`src/rtl/mem_burst_reader.sv`:
```
// Burst read initiator: walks a wrapping address range of a single-port memory and
// streams the words out on a registered valid/ready port. Optional stall counter: MEM_BURST_READER_STALL_CNT_EN.
module mem_burst_reader #(
  parameter int WIDTH = 8,
  parameter int SIZE  = 64,
  localparam int AW   = $clog2(SIZE)
) (
  input  logic             clk,
  input  logic             rst,
  input  logic             start,
  input  logic [AW-1:0]    base_addr,
  input  logic [AW:0]      length,
  output logic [AW-1:0]    mem_addr,
  input  logic [WIDTH-1:0] mem_rd_data,
  output logic [WIDTH-1:0] out_data,
  output logic             out_valid,
  input  logic             out_ready,
  output logic             out_last,
  output logic             busy,
  output logic             done
`ifdef MEM_BURST_READER_STALL_CNT_EN
  ,
  output logic [15:0]      stall_cycles
`endif
);

  // state  | meaning
  // IDLE   | waiting for start
  // FETCH  | first word sampled from memory into the output register
  // STREAM | word presented; next word fetched on each handshake
  // DONE   | one-cycle done pulse

  typedef enum logic [1:0] {S_IDLE, S_FETCH, S_STREAM, S_DONE} state_t;

  localparam logic [AW:0]   SIZE_W   = (AW+1)'(SIZE);
  localparam logic [AW:0]   REM_ONE  = (AW+1)'(1);
  localparam logic [AW:0]   REM_TWO  = (AW+1)'(2);
  localparam logic [AW-1:0] LAST_PTR = AW'(SIZE - 1);

  state_t           state_q, state_d;
  logic [AW-1:0]    fetch_ptr_q, fetch_ptr_d;
  logic [AW:0]      remaining_q, remaining_d;
  logic [WIDTH-1:0] out_data_q, out_data_d;
  logic             out_valid_q, out_valid_d;
  logic             out_last_q, out_last_d;
  logic             busy_q, busy_d;
  logic             done_q, done_d;
  logic [15:0]      stall_q, stall_d;

  logic [AW-1:0]    ptr_next;
  logic [AW:0]      length_sat;
  logic             handshake;

  assign ptr_next   = (fetch_ptr_q == LAST_PTR) ? '0 : fetch_ptr_q + AW'(1);
  assign length_sat = (length > SIZE_W) ? SIZE_W : length;
  assign handshake  = out_valid_q && out_ready;

  always_comb begin
    state_d     = state_q;
    fetch_ptr_d = fetch_ptr_q;
    remaining_d = remaining_q;
    out_data_d  = out_data_q;
    out_valid_d = out_valid_q;
    out_last_d  = out_last_q;
    stall_d     = stall_q;

    case (state_q)
      S_IDLE: begin
        if (start) begin
          stall_d = '0;
          if (length == '0) begin
            state_d = S_DONE;
          end else begin
            fetch_ptr_d = base_addr;
            remaining_d = length_sat;
            state_d     = S_FETCH;
          end
        end
      end
      S_FETCH: begin
        out_data_d  = mem_rd_data;
        out_valid_d = 1'b1;
        out_last_d  = (remaining_q == REM_ONE);
        fetch_ptr_d = ptr_next;
        state_d     = S_STREAM;
      end
      S_STREAM: begin
        if (out_valid_q && !out_ready && stall_q != 16'hFFFF) begin
          stall_d = stall_q + 16'd1;
        end
        if (handshake) begin
          if (remaining_q == REM_ONE) begin
            out_valid_d = 1'b0;
            out_last_d  = 1'b0;
            state_d     = S_DONE;
          end else begin
            out_data_d  = mem_rd_data;
            out_last_d  = (remaining_q == REM_TWO);
            remaining_d = remaining_q - REM_ONE;
            fetch_ptr_d = ptr_next;
          end
        end
      end
      S_DONE: begin
        state_d = S_IDLE;
      end
      default: begin
        state_d = S_IDLE;
      end
    endcase

    busy_d = (state_d != S_IDLE);
    done_d = (state_d == S_DONE);
  end

  always_ff @(posedge clk) begin
    if (rst) begin
      state_q     <= S_IDLE;
      fetch_ptr_q <= '0;
      remaining_q <= '0;
      out_data_q  <= '0;
      out_valid_q <= 1'b0;
      out_last_q  <= 1'b0;
      busy_q      <= 1'b0;
      done_q      <= 1'b0;
      stall_q     <= '0;
    end else begin
      state_q     <= state_d;
      fetch_ptr_q <= fetch_ptr_d;
      remaining_q <= remaining_d;
      out_data_q  <= out_data_d;
      out_valid_q <= out_valid_d;
      out_last_q  <= out_last_d;
      busy_q      <= busy_d;
      done_q      <= done_d;
      stall_q     <= stall_d;
    end
  end

  assign mem_addr  = fetch_ptr_q;
  assign out_data  = out_data_q;
  assign out_valid = out_valid_q;
  assign out_last  = out_last_q;
  assign busy      = busy_q;
  assign done      = done_q;

`ifdef MEM_BURST_READER_STALL_CNT_EN
  assign stall_cycles = stall_q;
`else
  logic unused_stall;
  assign unused_stall = ^stall_q;
`endif

endmodule

```
`config.mk`:
```
export PLATFORM = sky130hd
export DESIGN_NAME = mem_burst_reader
export DESIGN_NICKNAME = d
export VERILOG_FILES = /design/src/rtl/mem_burst_reader.sv
export SDC_FILE = /design/constraint.sdc
export NUM_CORES = 1
export LEC_CHECK = 0
export ABC_AREA = 1
export CAP_MARGIN = 10
export CORE_AREA = 4 4 91 93
export DETAILED_ROUTE_END_ITERATION = 8
export DIE_AREA = 0 0 95 97
export PLACE_DENSITY_LB_ADDON = 0.25
export REMOVE_ABC_BUFFERS = 1
export SLEW_MARGIN = 10
export SYNTH_ARGS = -nofsm -noshare
export SYNTH_HDL_FRONTEND = slang
export SYNTH_SLANG_ARGS = --single-unit
export TNS_END_PERCENT = 100
```
`constraint.sdc`:
```
create_clock -name clk -period 2 [get_ports clk]
set_clock_uncertainty 0.15 [all_clocks]
set_input_delay 0.6 -clock clk [delete_from_list [all_inputs] [get_ports clk]]
set_output_delay 0.6 -clock clk [all_outputs]
set_load 0.05 [all_outputs]
```
=== Word-level counts from Yosys, hierarchy flattened ===
Index checks and enable logic that the tools add are counted.

* Reductions and logical operators: 12
* $lt $le $gt $ge: 1
* Mux-type cells: 26
* Equality and inequality tests: 12
* Add/subtract/negate cells: 2

{| class="wikitable"
|+ Operators with widths
! operator !! number
|-
| $mux W7 || 5
|-
| $mux W6 || 5
|-
| $pmux W6 S3 || 1
|-
| $mux W8 || 2
|-
| $pmux W8 S2 || 1
|-
| $pmux W7 S2 || 1
|-
| $ne A2 B2 Y1 const B || 5
|-
| $reduce_and A5 Y1 || 2
|-
| $mux W2 || 4
|-
| $pmux W2 S4 || 1
|-
| $eq A7 B1 Y1 const B || 1
|-
| $eq A7 B2 Y1 const B || 1
|-
| $gt A7 B7 Y1 const B || 1
|-
| $logic_not A7 Y1 || 1
|-
| $sub A7 B1 Y7 const B || 1
|-
| $add A6 B1 Y6 const B || 1
|-
| $eq A2 B2 Y1 const B || 3
|-
| $eq A6 B6 Y1 const B || 1
|-
| $reduce_and A3 Y1 || 2
|-
| $reduce_bool A2 Y1 || 3
|-
| $mux W1 || 4
|-
| $pmux W1 S2 || 2
|-
| $reduce_bool A3 Y1 || 1
|-
| $eq A2 B1 Y1 const B || 1
|-
| other kinds (3) || 3
|}

* Bits in registers: 27
* Bits of input ports: 25
* Word-level logic and storage cells: 61

=== Depth between registers and ports, before layout ===
* Depth in word-level cells: 5
* Depth in mapped cells: 11

=== Least setup slack after synthesis ===
Ideal clock, no wire load.

* Path type: register to register
* Start: reg fetch_ptr_q[0], in the netlist mem_addr[0]
* End: reg fetch_ptr_q[5], in the netlist mem_addr[5]
* Cell stages (with the launch flop): 9
* Path slack: 0.149 ns
* Arrival: 1.587 ns
* Buffers on the path: 0
* Setup time: 0.115 ns
* Clock period less this slack: 1.851 ns
* Data required time: 1.735 ns
* Cells stage by stage: dfxtp_1 ha_1 nand3_1 o21ai_0 inv_1 a21oi_1 nand2_1 nand2_1 nor2_1

* Longest elaborated chain between the ends: 5
* Elaborated cells on any way between the ends: 6
* Classes of those cells: 1 x add/sub; 1 x eq/ne; 4 x mux

{| class="wikitable"
|+ Ends and longest elaborated chain
! element !! line !! source
|-
| from (decl) || 41 || <nowiki>logic [AW-1:0] fetch_ptr_q, fetch_ptr_d;</nowiki>
|-
| from (signal assigned) || 129 || <nowiki>fetch_ptr_q <= fetch_ptr_d;</nowiki>
|-
| $add A6 B1 Y6 / $eq A6 B6 Y1 (equally long branches) || 54 || <nowiki>assign ptr_next = (fetch_ptr_q == LAST_PTR) ? '0 : fetch_ptr_q + AW'(1);</nowiki>
|-
| $mux W6 (*) || 54 ||
|-
| $mux W6 || 92 || <nowiki>if (remaining_q == REM_ONE) begin</nowiki>
|-
| $mux W6 || 91 || <nowiki>if (handshake) begin</nowiki>
|-
| $pmux W6 S3 (*) || 67 || <nowiki>case (state_q)</nowiki>
|}

Mark *: on every way between the ends. The rest lies on a longest branch, timed or not. The select of a mux whose other input is x is not followed.
A chain may end at the register's enable or synchronous reset.

=== Worst setup path after layout ===
* Start: in length[4]
* End: reg remaining_q[3]

* Longest elaborated chain between the ends: 5
* Elaborated cells on any way between the ends: 8
* Classes of those cells: 1 x order compare; 1 x eq/ne; 4 x mux; 2 x reduce/logical

{| class="wikitable"
|+ Ends and longest elaborated chain
! element !! line !! source
|-
| from (decl) || 12 || <nowiki>input logic [AW:0] length,</nowiki>
|-
| $gt A7 B7 Y1 || 55 || <nowiki>assign length_sat = (length > SIZE_W) ? SIZE_W : length;</nowiki>
|-
| $mux W7 || 55 ||
|-
| $mux W7 || 71 || <nowiki>if (length == '0) begin</nowiki>
|-
| $mux W7 || 69 || <nowiki>if (start) begin</nowiki>
|-
| $pmux W7 S2 || 67 ||
|-
| to (signal assigned) || 130 || <nowiki>remaining_q <= remaining_d;</nowiki>
|-
| to (decl) || 42 || <nowiki>logic [AW:0] remaining_q, remaining_d;</nowiki>
|}

Several ways; a longest one is shown, not always the timed one. The select of a mux whose other input is x is not followed.

==> reports/results.tsv <==
metric	value	unit
initial cell density of the core	22.1	%
Final Hold Vio Count	0	
hold path cells	2	
final wirelength	4290	um
synthesized area	1660	sq um
Total Power	4.16	mW
synthesized area per cell	6.63	sq um
crit end category	flop	
multi-input logic area	1020	sq um
max frequency	0.532	GHz
switch share	51.1	%
Slew HR	56.0	%
HP Start	remaining_q[0]$_SDFFE_PP0P_	
First-pass DRT Iterations	4	
Post-Syn Instances	251	
Yosys cell types	29	
clock slew at reported path FFs	100	ps
clock tree buffer depth	2	
worst slew pin tran	659	ps
die width	95	um
Crit path buffers/inverters	2	
DRT iter0 DRCs	90	
Ys Warns	0	
GRT Overall Usage	9.45	%
Port Buf Inserts	42	
Worst EP required	2030	ps
number of global-route vias before repair	1548	
Comb power frac	69.7	%
vias per inst	4.05	
final setup fails	0	
vias	1679	
Reg2Reg Launch Point	state_q[0]$_SDFF_PP0_	
# fillers	858	
crit path kind	in2reg	
HP Class	reg2reg	
Die Ht	97	um
R2R Setup Slk	270	ps
global route overflow	0	
Antenna Nets Post-Route	0	
register area share after synthesis	32.5	%
DRC viols	0	
cell leakage power	1.17	nW
die area	9220	sq um
CP max stage cell	clkdlybuf4s50_1	
status	finished, final reports clean	
arrival time worst endpoint	1910	ps
layout cell share with drive strength beyond 1	18.8	%
total CTS buffers	3	
CP Launch Type	input pin	
Reg area	541	sq um
power density over the cells	1680	nW/um^2
CP Cell Sequence	clkdlybuf4s50_1 > inv_1 > nand2_1 > nor2_1 > nand3_2 > nand3_4 > nor2_4 > nand2_1 > nand2_1 > nor2_1	
post-route minimum period	1880	ps
Max Fanout on Critical Path	10	
Sequential Power Share	22.6	%
Avg WL per Cell	10.3	um
final cell count without fillers	415	
crit-path max cell delay	480	ps
antenna violations before repair	0	
first-pass GRT wire length	7130	um
synth-to-layout area growth	48.7	%
core area	7530	sq um
# diodes	0	
Seq cells post-synth	27	
clk_lat worst skew	270	ps
root buf cell	clkbuf_8	
Sink Count	27	
most used cell, CP	nand2_1	
sw power	2.12	mW
Hold Path End	remaining_q[0]$_SDFFE_PP0P_	
clock share of power	7.6	%
final-report max-slew violation count	0	
max capacitance violation total	0	
CTS tree	yes	
Worst VDD drop	714	uV
row cnt	32	
Worst path depth	10	
end of the worst register-to-register path	out_data[4]$_SDFFE_PP0P_	
CTS H-tree lvls	1	
hpwl dp	3340	um
largest net degree at the start of global routing	22	
Final #Nets	347	
I/O Pins	43	
R2R depth	9	
dpl cells	409	
Internal	2.03	mW
CP top delay family	simple AND/OR/NAND/NOR gates	
Final period util	93.9	%
gpl congestion	0.757	
[cell families (layout without fill, tap and decap cells)]
group                    Yosys count  count (layout)  share of synthesized area, %
adder cells (fa/ha/maj)            8               8                          6.02
buffers and inverters             30              92                          7.29
XOR/XNOR                           4               4                          2.11
flip-flops                        27              27                          32.5
AND/OR/NAND/NOR                  143             143                          38.3
AO/OA/AOI/OAI                     39              39                          13.8
[synth_stat cells]
| master | number | area (sq um) |
|---|---|---|
| clkbuf_1 | 2 | 7.51 |
| buf_6 | 1 | 11.3 |
| nor2_2 | 2 | 12.5 |
| o21ai_0 | 18 | 90.1 |
| o21bai_1 | 7 | 52.6 |
| a31oi_1 | 1 | 6.26 |
| nand2_4 | 4 | 45.0 |
| a21oi_4 | 1 | 16.3 |
| nor2_8 | 1 | 20.0 |
| o31ai_1 | 1 | 7.51 |
| xor2_1 | 1 | 8.76 |
| dfxtp_1 | 27 | 541 |
| nor2_1 | 57 | 214 |
| inv_2 | 1 | 3.75 |
| nand2_2 | 2 | 12.5 |
| nor3_1 | 2 | 10.0 |
| nand3_1 | 10 | 50.1 |
| buf_2 | 1 | 5.00 |
| inv_1 | 25 | 93.8 |
| nand3_2 | 1 | 10.0 |
| nand4_1 | 2 | 12.5 |
| xnor2_1 | 3 | 26.3 |
| a21oi_1 | 8 | 40.0 |
| or2_1 | 1 | 6.26 |
| ha_1 | 8 | 100 |
| nand2_1 | 59 | 221 |
| o21ai_1 | 2 | 10.0 |
| nor2_4 | 2 | 22.5 |
| o211ai_1 | 1 | 7.51 |
[worst register-to-register path, delay by kind of cell (launching register included)]
family / cells / cell delay (ps)
compound gates: 2 / 260
fa+ha+maj: 1 / 280
buf+inv: 3 / 340
flops: 1 / 340
simple gates: 3 / 300
[state kept, by name, indices dropped and copies added (netlist names)]
signal	cells
out_last	1
out_data	8
out_valid	1
state_q	2
done	1
busy	1
mem_addr	6
remaining_q	7
[final cells by class]
cell class | count | area share (%)
sequential | 27 | 21.8
tap | 102 | 5.16
clock buffer | 4 | 1.82
multi-input combinational | 194 | 41.3
timing repair buffer | 62 | 25.9
inverter | 26 | 3.94
[stage by stage]
stage / hold WS [ps] / util [%] / TNS [ps] / area (sq um) / worst slack, ps
after CTS: 369 / 32.2 / 0 / 2420 / 51.4
after detailed placement: 352 / 31.6 / -4380 / 2380 / -241
after global routing: 395 / 32.9 / -128 / 2470 / -20.7
final: 366 / 32.9 / 0 / 2470 / 122
after global placement: 347 / 31.6 / -3970 / 2380 / -225
after floorplan: 332 / - / 0 / 1640 / 147
[cell usage in the layout (no fill, tap or decap), drive strengths merged, types with 3 or more instances in the layout]
cell,instances
ha,8
nor2,62
a21oi,9
dfxtp,27
o21bai,7
inv,26
o21ai,20
nand3,11
clkdlybuf4s50,24
xnor2,3
nand2,65
buf,38
clkbuf,4
[repair_timing]
action / in CTS / in global routing
buffers inserted: 0 / 2
gates resized for setup: 0 / 6
hold buffers: 0 / 0
endpoints found under the setup margin: 0 / 14
[worst max-delay path by stage]
stage | start | end | slack (ps)
after floorplan | mem_addr[0]$_SDFFE_PP0P_ | mem_addr[5]$_SDFFE_PP0P_ | 150
after global placement | length[1] | mem_addr[2]$_SDFFE_PP0P_ | -220
after detailed placement | length[1] | mem_addr[4]$_SDFFE_PP0P_ | -240
after CTS | length[1] | remaining_q[4]$_SDFFE_PP0P_ | 50
after global routing | length[4] | mem_addr[4]$_SDFFE_PP0P_ | -20
final | length[4] | remaining_q[3]$_SDFFE_PP0P_ | 120
[metal layers]
| metal | up-vias | global-route usage [%] | routed length [um] |
|---|---|---|---|
| met5 | - | 0 | 0 |
| met4 | 0 | 2.33 | 27 |
| met3 | 2 | 1.40 | 168 |
| met2 | 28 | 15.5 | 1990 |
| met1 | 731 | 12.9 | 2110 |
| li1 | 918 | - | - |
[power groups by stage]
stage                     sequential, mW  clock [mW]  combinational, mW
after floorplan                     1.45           0               1.40
after global placement             0.956           0               2.82
after detailed placement           0.953           0               2.82
after CTS                          0.944       0.328               2.83
after global routing               0.972       0.346               3.19
final                              0.940       0.318               2.90
(Power assumes the default switching activity.)
